--- src/rtl/duty_setpoint_ctrl.sv ---
`default_nettype none
// ============================================================================
// Module   : duty_setpoint_ctrl
// Purpose  : Button-driven duty setpoint with rate-limited slew and
//            period-aligned hand-off of duty/frequency mode to the PWM stage.
// Revision : 1.0
// ============================================================================
module duty_setpoint_ctrl #(
    parameter int DUTY_W    = 7,
    parameter int DUTY_MAX  = 100,
    parameter int STEP      = 5,
    parameter int DB_CYCLES = 100000,
    parameter int RAMP_DIV  = 10416
) (
    input  logic              clk_i,
    input  logic              rst_i,
    input  logic              btn_up_i,
    input  logic              btn_dn_i,
    input  logic              btn_mode_i,
    input  logic              period_tick_i,
    output logic [DUTY_W-1:0] duty_o,
    output logic              sel_o,
    output logic              update_o,
    output logic              busy_o
);

    localparam int              c_db_w     = $clog2(DB_CYCLES + 1);
    localparam int              c_ramp_w   = $clog2(RAMP_DIV + 1);
    localparam logic [DUTY_W:0] c_step_ext = (DUTY_W + 1)'(STEP);
    localparam logic [DUTY_W:0] c_max_ext  = (DUTY_W + 1)'(DUTY_MAX);

    typedef enum logic [1:0] {
        IDLE      = 2'd0,
        RAMP      = 2'd1,
        SWITCH_DN = 2'd2
    } state_t;

    logic [2:0] btn_raw_w;
    logic [2:0] press_w;

    assign btn_raw_w = {btn_mode_i, btn_dn_i, btn_up_i};

    // Per button: two-flop synchronizer, stability counter, rising-edge pulse.
    for (genvar i = 0; i < 3; i++) begin : g_btn
        logic              sync1_q, sync1_d;
        logic              sync2_q, sync2_d;
        logic              lvl_q, lvl_d;
        logic              dly_q, dly_d;
        logic              press_q, press_d;
        logic [c_db_w-1:0] cnt_q, cnt_d;

        always_comb begin
            sync1_d = btn_raw_w[i];
            sync2_d = sync1_q;
            lvl_d   = lvl_q;
            cnt_d   = '0;
            if (sync2_q != lvl_q) begin
                if (cnt_q == c_db_w'(DB_CYCLES - 1)) begin
                    lvl_d = sync2_q;
                end else begin
                    cnt_d = cnt_q + 1'b1;
                end
            end
            dly_d   = lvl_q;
            press_d = lvl_q & ~dly_q;
        end

        always_ff @(posedge clk_i or posedge rst_i) begin
            if (rst_i) begin
                sync1_q <= 1'b0;
                sync2_q <= 1'b0;
                lvl_q   <= 1'b0;
                dly_q   <= 1'b0;
                press_q <= 1'b0;
                cnt_q   <= '0;
            end else begin
                sync1_q <= sync1_d;
                sync2_q <= sync2_d;
                lvl_q   <= lvl_d;
                dly_q   <= dly_d;
                press_q <= press_d;
                cnt_q   <= cnt_d;
            end
        end

        assign press_w[i] = press_q;
    end

    state_t              state_q, state_d;
    logic [DUTY_W-1:0]   target_q, target_d;
    logic [DUTY_W-1:0]   cur_q, cur_d;
    logic [DUTY_W-1:0]   duty_q, duty_d;
    logic                sel_q, sel_d;
    logic                update_q, update_d;
    logic                busy_q, busy_d;
    logic [c_ramp_w-1:0] ramp_cnt_q, ramp_cnt_d;

    logic              up_w, dn_w, mode_w, step_w;
    logic [DUTY_W:0]   sum_w;
    logic [DUTY_W-1:0] toward_w;

    // Simultaneous up and down cancel each other.
    assign up_w     = press_w[0] & ~press_w[1];
    assign dn_w     = press_w[1] & ~press_w[0];
    assign mode_w   = press_w[2];
    assign step_w   = (state_q != IDLE) && (ramp_cnt_q == c_ramp_w'(RAMP_DIV - 1));
    assign sum_w    = {1'b0, target_q} + c_step_ext;
    assign toward_w = (cur_q < target_q) ? cur_q + 1'b1 :
                      (cur_q > target_q) ? cur_q - 1'b1 : cur_q;

    always_comb begin
        target_d   = target_q;
        cur_d      = cur_q;
        state_d    = state_q;
        sel_d      = sel_q;
        duty_d     = duty_q;
        update_d   = 1'b0;
        ramp_cnt_d = (state_q == IDLE || step_w) ? '0 : ramp_cnt_q + 1'b1;

        if (up_w) begin
            target_d = (sum_w > c_max_ext) ? c_max_ext[DUTY_W-1:0] : sum_w[DUTY_W-1:0];
        end else if (dn_w) begin
            target_d = ({1'b0, target_q} < c_step_ext) ? '0 : target_q - DUTY_W'(STEP);
        end

        case (state_q)
            IDLE: begin
                if (mode_w) begin
                    state_d = SWITCH_DN;
                end else if (target_d != cur_q) begin
                    state_d = RAMP;
                end
            end
            RAMP: begin
                if (step_w) begin
                    cur_d = toward_w;
                end
                if (mode_w) begin
                    state_d = SWITCH_DN;
                end else if (step_w && toward_w == target_q) begin
                    state_d = IDLE;
                end
            end
            SWITCH_DN: begin
                if (step_w && cur_q != '0) begin
                    cur_d = cur_q - 1'b1;
                end
                // Mode flips only once the PWM stage is already outputting zero.
                if (cur_q == '0 && duty_q == '0 && period_tick_i) begin
                    sel_d   = ~sel_q;
                    state_d = (target_d != '0) ? RAMP : IDLE;
                end
            end
            default: state_d = IDLE;
        endcase

        if (period_tick_i && cur_q != duty_q) begin
            duty_d   = cur_q;
            update_d = 1'b1;
        end

        busy_d = (state_d != IDLE);
    end

    always_ff @(posedge clk_i or posedge rst_i) begin
        if (rst_i) begin
            state_q    <= IDLE;
            target_q   <= '0;
            cur_q      <= '0;
            duty_q     <= '0;
            sel_q      <= 1'b0;
            update_q   <= 1'b0;
            busy_q     <= 1'b0;
            ramp_cnt_q <= '0;
        end else begin
            state_q    <= state_d;
            target_q   <= target_d;
            cur_q      <= cur_d;
            duty_q     <= duty_d;
            sel_q      <= sel_d;
            update_q   <= update_d;
            busy_q     <= busy_d;
            ramp_cnt_q <= ramp_cnt_d;
        end
    end

    assign duty_o   = duty_q;
    assign sel_o    = sel_q;
    assign update_o = update_q;
    assign busy_o   = busy_q;

endmodule
`default_nettype wire

--- config.mk ---
export PLATFORM = sky130hd
export DESIGN_NAME = duty_setpoint_ctrl
export DESIGN_NICKNAME = d
export VERILOG_FILES = /design/src/rtl/duty_setpoint_ctrl.sv
export SDC_FILE = /design/constraint.sdc
export NUM_CORES = 1
export LEC_CHECK = 0
export CELL_PAD_IN_SITES_DETAIL_PLACEMENT = 1
export CELL_PAD_IN_SITES_GLOBAL_PLACEMENT = 2
export CORE_AREA = 2 2 171 106
export CTS_CLUSTER_DIAMETER = 120
export CTS_CLUSTER_SIZE = 12
export DETAILED_ROUTE_END_ITERATION = 7
export DIE_AREA = 0 0 173 108
export PLACE_DENSITY = 0.78
export SYNTH_ARGS = -nofsm -noshare
export SYNTH_HDL_FRONTEND = slang
export SYNTH_SLANG_ARGS = --single-unit
--- constraint.sdc ---
create_clock -name clk_i -period 3.1 [get_ports clk_i]
set_input_delay 0.465 -clock clk_i [delete_from_list [all_inputs] [get_ports clk_i]]
set_output_delay 0.465 -clock clk_i [all_outputs]
set_load 0.01 [all_outputs]
==> metrics.txt <==
Reg2Reg Depth=10; area of the multi-input gates=3200 µm²; WP data required=3.30 ns; Synth area leaders=dfrtp_1 (44%), xnor2_1 (6.5%), xor2_1 (6.3%); Hold WS=0.354 ns; Setup crit start kind=register; root buf cell=clkbuf_16; post-route ant nets=0; DRC viols=0; Reg area=2650 µm²; Tcrit/Tclk final=93.4%; dominant synthesized flop cell=dfrtp_1; vias in the first global route=4913; CTS H-Tree Depth=3; post-synthesis register bit count=106; status=complete, no violations; Core Box Area=16900 µm²; CP Capture Type=register; first-pass GRT wire length=26.8 mm; area grow syn2layout=13.5%; net count of the mapped netlist=677; pwr dens=380 nW/µm²; count of final setup violators=0; worst slew pin tran=0.584 ns; flop2flop setup slack=0.21 ns; die width=173 µm; Mapped Cells=655; sequential element share of the synthesized area=43.6%; WP data arrival=3.09 ns; ys async rst share=100%; Layout fillers=1970; Max Freq=346 MHz; Top delay family on crit path=simple AND/OR/NAND/NOR gates; worst hold path stage count=0; crit path buf inv count=1; VDD IR-drop max=0.239 mV; chip height=108 µm; synthesized area per cell=9.28 µm²; post-synth design cell area=6080 µm²; Diodes inserted=0; Die ar.=18700 µm²; total CTS buffers=9; grt ovf=0; Hold Crit Class=register to register; DRT Pass-1 Iters=5; Hold Path End=g_btn[0].sync2_q; postcts setup bufs=0; Leak=3.10 nW; Final Wtd Congestion=0.916; final wirelength=16.2 mm; Layout Skew=0.0103 ns; relative max-transition margin=61.1%; CTS tree=yes; antenna violations before repair=0; Vias/cell=5.34; Synth cell types=69; Synth top area share=43.6%; via count=4895; Starting DRT DRC Count=338; worst r2r src=target_q[6]; detailed placement HPWL=12.1 mm; r2r endpoint=busy_o; Site Rows=37; leading area contributor after synthesis=dfrtp_1; unrepaired setup endpoints after global routing=false; total number of yosys warnings=0; IO Pins=16; CP cell instances=inv_1, ha_1, nand4_1, or2_1, a21boi_1, o311ai_2, xnor2_1, nor4_1, a311o_1, o211ai_1; final number of hold-violating endpoints=0; clk slew on worst S/H paths=0.08 ns; WS Path Type=register to register; Final #Nets=699; crit path time final=2.89 ns; Hold Path Origin=g_btn[0].sync1_q; clock sink count=106; CP max-delay cell=or2_1; clk buf depth=2; largest net degree at the start of global routing=54; EDFF count, synth=0; CP peak stage delay=0.40 ns; GR Util All Layers=18.1%; CP Max Fanout=7; max_cap viols=0; Avg WL per Cell=17.6 µm; Slew Limit Fails=0; fraction of layout cells with a size suffix above 1=9.97%; Clock Latency Late Sink=0.35 ns; setup_tns=0 ns; Initial Utilization=35.9%; CTS Hold Bufs=0; IO buf count=15
## stage by stage
stage	instances	utilization, %	power [mW]	instance area (µm²)	worst slack (ns)
2_1_floorplan	655	-	1.48	6080	0.354
3_3_place_gp	900	38.9	1.51	6590	0.348
3_5_place_dp	900	38.9	1.51	6590	0.230
4_1_cts	916	40.7	2.66	6890	0.159
5_1_grt	916	40.7	2.73	6900	0.0607
6_report	916	40.7	2.62	6900	0.206
## layout make-up
class / instances / area share, %
well taps: 234 / 4.24
clock buffers: 10 / 3.46
multi-input cells: 493 / 46.4
repair buffers: 40 / 5.08
clock inverters: 6 / 0.888
flip-flops and latches: 106 / 38.4
inverters: 27 / 1.52
## layout by cell type, fill, tap and decap left out, drive strengths merged, types with 4 or more instances in the layout
cell type / count
dfrtp: 106
nor2: 102
xnor2: 45
xor2: 44
nand2: 40
nand3: 36
inv: 28
nand4: 25
buf: 25
a21oi: 23
o21ai: 18
ha: 16
clkdlybuf4s50: 15
nor3: 15
and3: 11
nor4: 11
mux2: 10
clkbuf: 10
and2: 9
nor2b: 8
nand2b: 6
a31oi: 6
a21o: 5
mux2i: 5
and4: 4
o211ai: 4
or2: 4
## report_power, final
group / switching, mW / internal [mW] / total [mW]
registers: 0.0112 / 1.39 / 1.41
logic: 0.0513 / 0.0234 / 0.0747
clock network: 0.557 / 0.586 / 1.14
total: 0.620 / 2.00 / 2.62
## worst max-delay path by stage
stage | startpoint | to | cells after the start
after floorplan | cur_q[0] | busy_o | 12
after global placement | target_q[1] | busy_o | 9
after detailed placement | target_q[6] | busy_o | 10
after CTS | target_q[6] | busy_o | 10
after global routing | target_q[6] | busy_o | 10
final | target_q[6] | busy_o | 10
## cells in the mapped netlist, types with 3 or more instances
library cell,count
nor2b_1,8
nor3b_1,3
o21ai_1,6
a31oi_1,6
nor4_1,10
mux2i_1,4
a21o_1,5
and4_1,4
nor2_1,102
or3_1,3
nand3_1,36
xor2_1,44
nand4_1,25
clkbuf_1,18
mux2_2,10
and2_1,9
inv_1,26
xnor2_1,45
dfrtp_1,106
ha_1,16
and3_1,11
a21oi_1,20
o31ai_1,3
nor3_1,13
buf_2,7
nand2_1,40
nand2b_1,6
o21ai_0,10
o211ai_1,3
## worst register-to-register path, stage by stage (launching register included)
cell and delay (ns):
dfrtp_1 0.35, inv_1 0.11, ha_1 0.33, nand4_1 0.24, or2_1 0.40, a21boi_1 0.21
o311ai_2 0.32, xnor2_1 0.10, nor4_1 0.32, a311o_1 0.26, o211ai_1 0.11
## registers in the layout, indices dropped and copies added, names as in the netlist
register and cells:
state_q 2, ramp_cnt_q 14, duty_o 7, g_btn.press_q 3, cur_q 7, g_btn.dly_q 3
sel_o 1, busy_o 1, g_btn.sync1_q 3, update_o 1, g_btn.sync2_q 3, g_btn.dly_d 3
target_q 7, g_btn.cnt_q 51
## routing by layer
layer | part of all wire, % | up-vias | track usage (%)
met2 | 42 | 97 | 26.4
li1 | - | 2316 | -
met5 | 0 | - | 0
met3 | 4.5 | 16 | 3.16
met4 | 1.2 | 0 | 4.18
met1 | 52 | 2466 | 27.7
## kinds of logic after synthesis
| group | Yosys count | synth area share (%) |
|---|---|---|
| adder cells (fa/ha/maj) | 16 | 3.29 |
| buffers and inverters | 56 | 3.85 |
| XOR/XNOR | 89 | 12.8 |
| AND/OR/NAND/NOR | 288 | 23.8 |
| multiplexers | 15 | 2.74 |
| AO/OA/AOI/OAI | 85 | 9.82 |
| flip-flops | 106 | 43.6 |
## repair_timing
item                                    4_1_cts  5_1_grt
endpoints found under the setup margin        0        1
gates resized for setup                       0        1
hold endpoints to repair                      0        0
Note: power is estimated with default switching activity, not from simulation.
